### src/rtl/counter_ctrl_pkg.sv
// Shared types and constants for the counter_ctrl sequencing controller.
// The optional reload-event counter is enabled with COUNTER_CTRL_WRAP_CNT_EN.
package counter_ctrl_pkg;

  typedef enum logic [1:0] {
    IDLE = 2'd0,
    RUN  = 2'd1,
    DONE = 2'd2
  } state_e;

  localparam int unsigned WRAPS_W   = 8;
  localparam int unsigned WRAPS_MAX = 255;

  // Saturating increment for the reload-event counter; it sticks at WRAPS_MAX.
  function automatic logic [WRAPS_W-1:0] wraps_sat_inc(input logic [WRAPS_W-1:0] value);
    return (value == WRAPS_W'(WRAPS_MAX)) ? value : value + WRAPS_W'(1);
  endfunction

endpackage

### src/rtl/counter_ctrl_inc.sv
// Combinational modulo-2^WIDTH incrementer for the count datapath.
module counter_ctrl_inc #(
  parameter int unsigned WIDTH = 4
) (
  input  logic [WIDTH-1:0] i_value,
  output logic [WIDTH-1:0] o_value
);

  // Carry out of the MSB is dropped, giving natural wrap at 2^WIDTH.
  assign o_value = i_value + WIDTH'(1);

endmodule

### src/rtl/counter_ctrl.sv
// Sequencing controller for a WIDTH-bit up-counter: config handshake, run/stop,
// auto-reload or one-shot completion. Define COUNTER_CTRL_WRAP_CNT_EN to add the wraps port.
module counter_ctrl
  import counter_ctrl_pkg::*;
#(
  parameter int unsigned      WIDTH         = 4,
  parameter logic [WIDTH-1:0] DEFAULT_LIMIT = {WIDTH{1'b1}}
) (
  input  logic               clk,
  input  logic               rst_n,
  input  logic               cfg_valid,
  output logic               cfg_ready,
  input  logic [WIDTH-1:0]   cfg_limit,
  input  logic               cfg_reload,
  input  logic               start,
  input  logic               stop,
  output logic [WIDTH-1:0]   count,
  output logic               busy,
  output logic               tc,
  output logic               done_valid,
  input  logic               done_ready
`ifdef COUNTER_CTRL_WRAP_CNT_EN
  ,
  output logic [WRAPS_W-1:0] wraps
`endif
);

  state_e           r_state;
  state_e           w_state_nxt;
  logic [WIDTH-1:0] r_count;
  logic [WIDTH-1:0] w_count_nxt;
  logic [WIDTH-1:0] w_count_inc;
  logic [WIDTH-1:0] r_limit;
  logic             r_reload;
  logic             r_tc;
  logic             w_tc_nxt;
  logic             r_done_valid;
  logic             w_done_nxt;
  logic             w_cfg_take;
  logic             w_at_limit;

  counter_ctrl_inc #(
    .WIDTH (WIDTH)
  ) u_inc (
    .i_value (r_count),
    .o_value (w_count_inc)
  );

  assign cfg_ready  = (r_state == IDLE);
  assign busy       = (r_state == RUN);
  assign count      = r_count;
  assign tc         = r_tc;
  assign done_valid = r_done_valid;

  assign w_cfg_take = cfg_valid && cfg_ready;
  assign w_at_limit = (r_count == r_limit);

  // NOTE: every output of this block gets a default first, so no path can infer a latch.
  always_comb begin
    w_state_nxt = r_state;
    w_count_nxt = r_count;
    w_tc_nxt    = 1'b0;
    w_done_nxt  = r_done_valid;
    unique case (r_state)
      IDLE: begin
        if (start) begin
          w_state_nxt = RUN;
          w_count_nxt = '0;
        end
      end
      RUN: begin
        // stop wins over a terminal count landing in the same cycle.
        if (stop) begin
          w_state_nxt = IDLE;
          w_count_nxt = '0;
        end else if (w_at_limit) begin
          w_tc_nxt = 1'b1;
          if (r_reload) begin
            w_count_nxt = '0;
          end else begin
            w_state_nxt = DONE;
            w_done_nxt  = 1'b1;
          end
        end else begin
          w_count_nxt = w_count_inc;
        end
      end
      DONE: begin
        if (done_ready) begin
          w_state_nxt = IDLE;
          w_count_nxt = '0;
          w_done_nxt  = 1'b0;
        end
      end
      default: begin
        w_state_nxt = IDLE;
        w_count_nxt = '0;
        w_done_nxt  = 1'b0;
      end
    endcase
  end

  // NOTE: sequential state uses non-blocking assignments so every register samples pre-edge values.
  always_ff @(posedge clk or negedge rst_n) begin
    if (!rst_n) begin
      r_state <= IDLE;
    end else begin
      r_state <= w_state_nxt;
    end
  end

  always_ff @(posedge clk or negedge rst_n) begin
    if (!rst_n) begin
      r_count      <= '0;
      r_tc         <= 1'b0;
      r_done_valid <= 1'b0;
    end else begin
      r_count      <= w_count_nxt;
      r_tc         <= w_tc_nxt;
      r_done_valid <= w_done_nxt;
    end
  end

  // Configuration is only writable in IDLE, so a run always sees a stable limit.
  always_ff @(posedge clk or negedge rst_n) begin
    if (!rst_n) begin
      r_limit  <= DEFAULT_LIMIT;
      r_reload <= 1'b0;
    end else if (w_cfg_take) begin
      r_limit  <= cfg_limit;
      r_reload <= cfg_reload;
    end
  end

`ifdef COUNTER_CTRL_WRAP_CNT_EN
  logic               w_start_take;
  logic               w_reload_evt;
  logic [WRAPS_W-1:0] r_wraps;

  assign w_start_take = start && (r_state == IDLE);
  assign w_reload_evt = (r_state == RUN) && !stop && w_at_limit && r_reload;

  always_ff @(posedge clk or negedge rst_n) begin
    if (!rst_n) begin
      r_wraps <= '0;
    end else if (w_start_take) begin
      r_wraps <= '0;
    end else if (w_reload_evt) begin
      r_wraps <= wraps_sat_inc(r_wraps);
    end
  end

  assign wraps = r_wraps;
`endif

endmodule

### config.mk
export PLATFORM = sky130hd
export DESIGN_NAME = counter_ctrl
export DESIGN_NICKNAME = d
export VERILOG_FILES = /design/src/rtl/counter_ctrl_pkg.sv /design/src/rtl/counter_ctrl_inc.sv /design/src/rtl/counter_ctrl.sv
export SDC_FILE = /design/constraint.sdc
export NUM_CORES = 1
export LEC_CHECK = 0
export ABC_AREA = 0
export CORE_MARGIN = 1
export CORE_UTILIZATION = 40
export CTS_CLUSTER_SIZE = 8
export DETAILED_ROUTE_END_ITERATION = 6
export GPL_TIMING_DRIVEN = 0
export PLACE_DENSITY = 0.77
export SKIP_LAST_GASP = 1
export SYNTH_ARGS = -nofsm -noshare
export SYNTH_HDL_FRONTEND = slang
export SYNTH_SLANG_ARGS = --single-unit
export TNS_END_PERCENT = 50
### constraint.sdc
create_clock -name clk -period 1.35 [get_ports clk]
set_input_delay 0.27 -clock clk [delete_from_list [all_inputs] [get_ports clk]]
set_output_delay 0.27 -clock clk [all_outputs]
set_load 0.02 [all_outputs]
==> results <==
- The total overflow left after global routing is 0.
- STA puts the critical path data arrival time at 1.61 ns.
- The most critical setup path has its startpoint at r_limit[0].
- The vertical extent of the die is about 42 um.
- The power after layout is 1.561 mW.
- The most common cell after layout, fill and taps aside is clkdlybuf4s50_1.
- The clock drives 13 sinks.
- Entering global routing, the biggest net connects 14 pins.
- The top cell types in the final layout, fill and taps aside, are clkdlybuf4s50_1 (10), mux2_2 (6), dfrtp_2 (6).
- The level count of the clock H-tree is 1.
- The number of nets in the synthesized netlist is 64.
- For this design the top-level I/O count stands at 19.
- Setup repair after global routing could not meet its margin everywhere.
- The number of CTS-inserted buffers is 3.
- The initial antenna violation count is 0.
- The number of inserted diodes is 0.
- Measured along the x axis, the die boundary spans approximately 42 um.
- The final routed wirelength across all metal layers is 1176 um.
- The combined global-route utilization of all metal layers is 0.1704.
- The vias after detailed routing is 481.
- The post-synthesis area per instance is approximately 13 um^2.
- STA classifies the critical path endpoint as a flip-flop.
- The largest family of logic cells by synthesized area is simple AND/OR/NAND/NOR gates.
- The compound-gate portion of the synthesized area came to 0.1240.
- The floorplan step defined a die boundary enclosing around 0.0018 mm^2.
- The global-route wire length before repair is 2097 um.
- The checks that failed: negative setup slack.
- Dividing the final minimum period by the clock period gives 1.069.
- The violation count after the first detailed-route iteration is 7.
- Between clock sinks in the finished design, the worst skew comes to 0.004956 ns.
- The layout overhead on the synthesized area is 45.23%.
- Counting along the longest clock path gives a buffer depth of 2.
- The total count of max-transition violations in the final report is 0.
- The power per standard cell area is between 1500 and 2000 mW/mm^2.
- The number of vias per cell after detailed routing is between 5 and 6.
- In this run the critical register-to-register path is launched from r_limit[0].
- The weighted congestion reported at the end of routability-driven placement is 0.7770.
- The final-report hold violation count is 0.
- The register clock-pin slew on the reported worst setup and hold paths is 0.08 ns.
- The worst vdd rail ir drop is slightly above 800 uV.
- The actual transition at the worst max-transition pin is 0.5668 ns.
- The floorplan step defined a core boundary enclosing 0.001524 mm^2.
- Across all setup checks in the final design, the least slack found is -0.09325 ns.
- The total of buffers placed on input and output ports is 18.
- The simple-gate share of the synthesized area is 0.1679.
- Measured against the total synthesized area, the mux share comes to 0.1202.
- After detailed routing, the number of remaining DRC violations is 0.
- After detailed routing, the average wire length per cell comes to 12.78 um.
- The type of the worst min-delay path is primary input to asynchronous set/reset pin.
- The clock insertion delay at the later pin of the skew report is 0.28 ns.
- Of the total synthesized cell area, the portion taken by full adders, half adders and majority gates is 0.01908.
- The portion of the post-synthesis area used by sequential elements is 0.5038.
- The synthesized design contains 13 register bits.
- The initialized floorplan defines 14 standard-cell rows.
- In the final layout, the multi-input gates occupy ~370 um^2.
- The register area is 337.8 um^2.
- The total standard cell area after synthesis is 655.6 um^2.
- The via count of the first global-routing pass is 466.
- For the finished layout, the period the worst path requires is about 1.4 ns.
- The startpoint type of the worst setup path is a flip-flop.
- The required time reported for the critical path endpoint is 1.52 ns.
- In this run the remaining antenna-violating nets after routing total 0.
- The distinct cell type count of the synthesized netlist is 24.
- The achievable frequency is between 0.6 and 0.7 GHz.
- The worst pin sits at a relative slew slack of 0.6209.
- The library cell used as clock root buffer is clkbuf_4.
- In the synthesized netlist, the number of instances is 52.
- Of the cells placed in the final design, the portion with a size suffix greater than 1 is 0.4605.
- OpenSTA, run right after detailed placement, puts the worst setup slack at -0.2178 ns.
- In this run the static leakage power is 0.4472 nW.
- The max capacitance violation total is 0.
- Of all nets on the critical path, the largest fanout is 6.
- The Yosys step of the flow raised 0 warnings.
- For this run, the share of the core covered by cells in the final layout is 0.6248.
- At the end of the flow, the number of nets in the layout was a little under 90.
- The number of optimization iterations in the first detailed-route pass is 4.
- Setup violations remaining at the end of the flow were counted as 5.
- Of the total synthesized cell area, the portion taken by XOR and XNOR cells is 0.05344.
- The HPWL reported at the end of detailed placement is 862.6 um.
- The run finished, with violations left.
- TritonCTS built the clock tree.
- The number of inserted filler cells in the final layout is roughly 130.
- For this configuration, the core starts out at a cell density of 0.4302.
- The category of the critical setup timing path is flip-flop to flip-flop.
cells in the mapped netlist, drive strengths merged:
| master | n | share of area |
|---|---|---|
| ha | 1 | 0.019 |
| clkbuf | 1 | 0.0057 |
| nor3b | 1 | 0.011 |
| xnor2 | 4 | 0.053 |
| nor2 | 5 | 0.029 |
| nand4 | 1 | 0.019 |
| inv | 1 | 0.0057 |
| nor2b | 2 | 0.031 |
| and2b | 1 | 0.015 |
| dfrtp | 9 | 0.34 |
| a21o | 2 | 0.023 |
| a22o | 1 | 0.013 |
| and2 | 1 | 0.0095 |
| nand3 | 1 | 0.0076 |
| nand2b | 1 | 0.013 |
| nor4b | 1 | 0.013 |
| dfstp | 4 | 0.16 |
| o32ai | 1 | 0.042 |
| mux2 | 7 | 0.12 |
| nand2 | 2 | 0.011 |
| o21ai | 2 | 0.015 |
| a221o | 2 | 0.031 |
| nor3 | 1 | 0.0076 |
registers in the layout, summed over array words and instances, names as in the netlist:
name and cells:
count 4, r_limit 4, r_state 2, done_valid 1, r_reload 1, tc 1
cells by family after synthesis:
kind of cell    count (synthesis)
simple gates                   17
flops                          13
compound gates                  8
mux                             7
xor+xnor                        4
buf+inv                         2
fa+ha+maj                       1
routing by layer:
layer	wire length (um)	up-vias	GRT usage	part of all wire
met1	522	233	0.1851	0.44
met5	0	-	0	0
met2	567	7	0.2646	0.48
li1	-	237	-	-
met3	55	4	0.07759	0.047
met4	31	0	0.1125	0.026
path summary, 6_finish.rpt:
check,depth (start not counted),slack [ns],end
min in group clk,1,0.48,done_valid
max,4,-0.09,count[3]
min,1,0.35,tc
min reg2reg,1,0.48,done_valid
max in group asynchronous,1,0.59,r_state[1]
max reg2reg,4,-0.09,count[3]
cell type report:
cell class,count,area share
Buffer,1,0.005256
Clock buffer,4,0.02760
Tap cell,16,0.02102
Sequential cell,13,0.3548
Timing Repair Buffer,20,0.1958
Multi-Input combinational cell,37,0.3916
Inverter,1,0.003942
report_power, final:
part	switching, mW	leakage, nW	total [mW]	internal, mW
clock network	0.129	0.0150	0.244	0.115
logic	0.288	0.280	0.651	0.363
registers	0.129	0.152	0.667	0.538
worst max-delay path, stage by stage (launching register included):
cell and delay [ns]:
dfstp_2 0.56, xnor2_2 0.13, nand4_4 0.16, nor2b_4 0.18, a221o_1 0.30
per-stage QoR:
| stage | area (um^2) | setup TNS, ns | hold slack, ns | instances |
|---|---|---|---|---|
| after floorplan | 684.4 | -0.2363 | -0.02559 | 52 |
| after global placement | 884.6 | -1.467 | 0.4675 | 86 |
| after detailed placement | 884.6 | -1.536 | 0.4783 | 86 |
| after CTS | 943.4 | -0.9223 | 0.3579 | 92 |
| after global routing | 952.2 | -1.051 | 0.3952 | 92 |
| final | 952.2 | -0.3489 | 0.3470 | 92 |
what timing repair did:
| action | 4_1_cts | 5_1_grt |
|---|---|---|
| buffers inserted | 2 | 0 |
| pin swaps | 2 | 1 |
| cloned | 0 | 0 |
| endpoints found under the setup margin | 15 | 19 |
| hold buffers | 0 | 0 |
| resized for setup | 16 | 5 |
No activity file was read; power rests on OpenSTA's default activity.
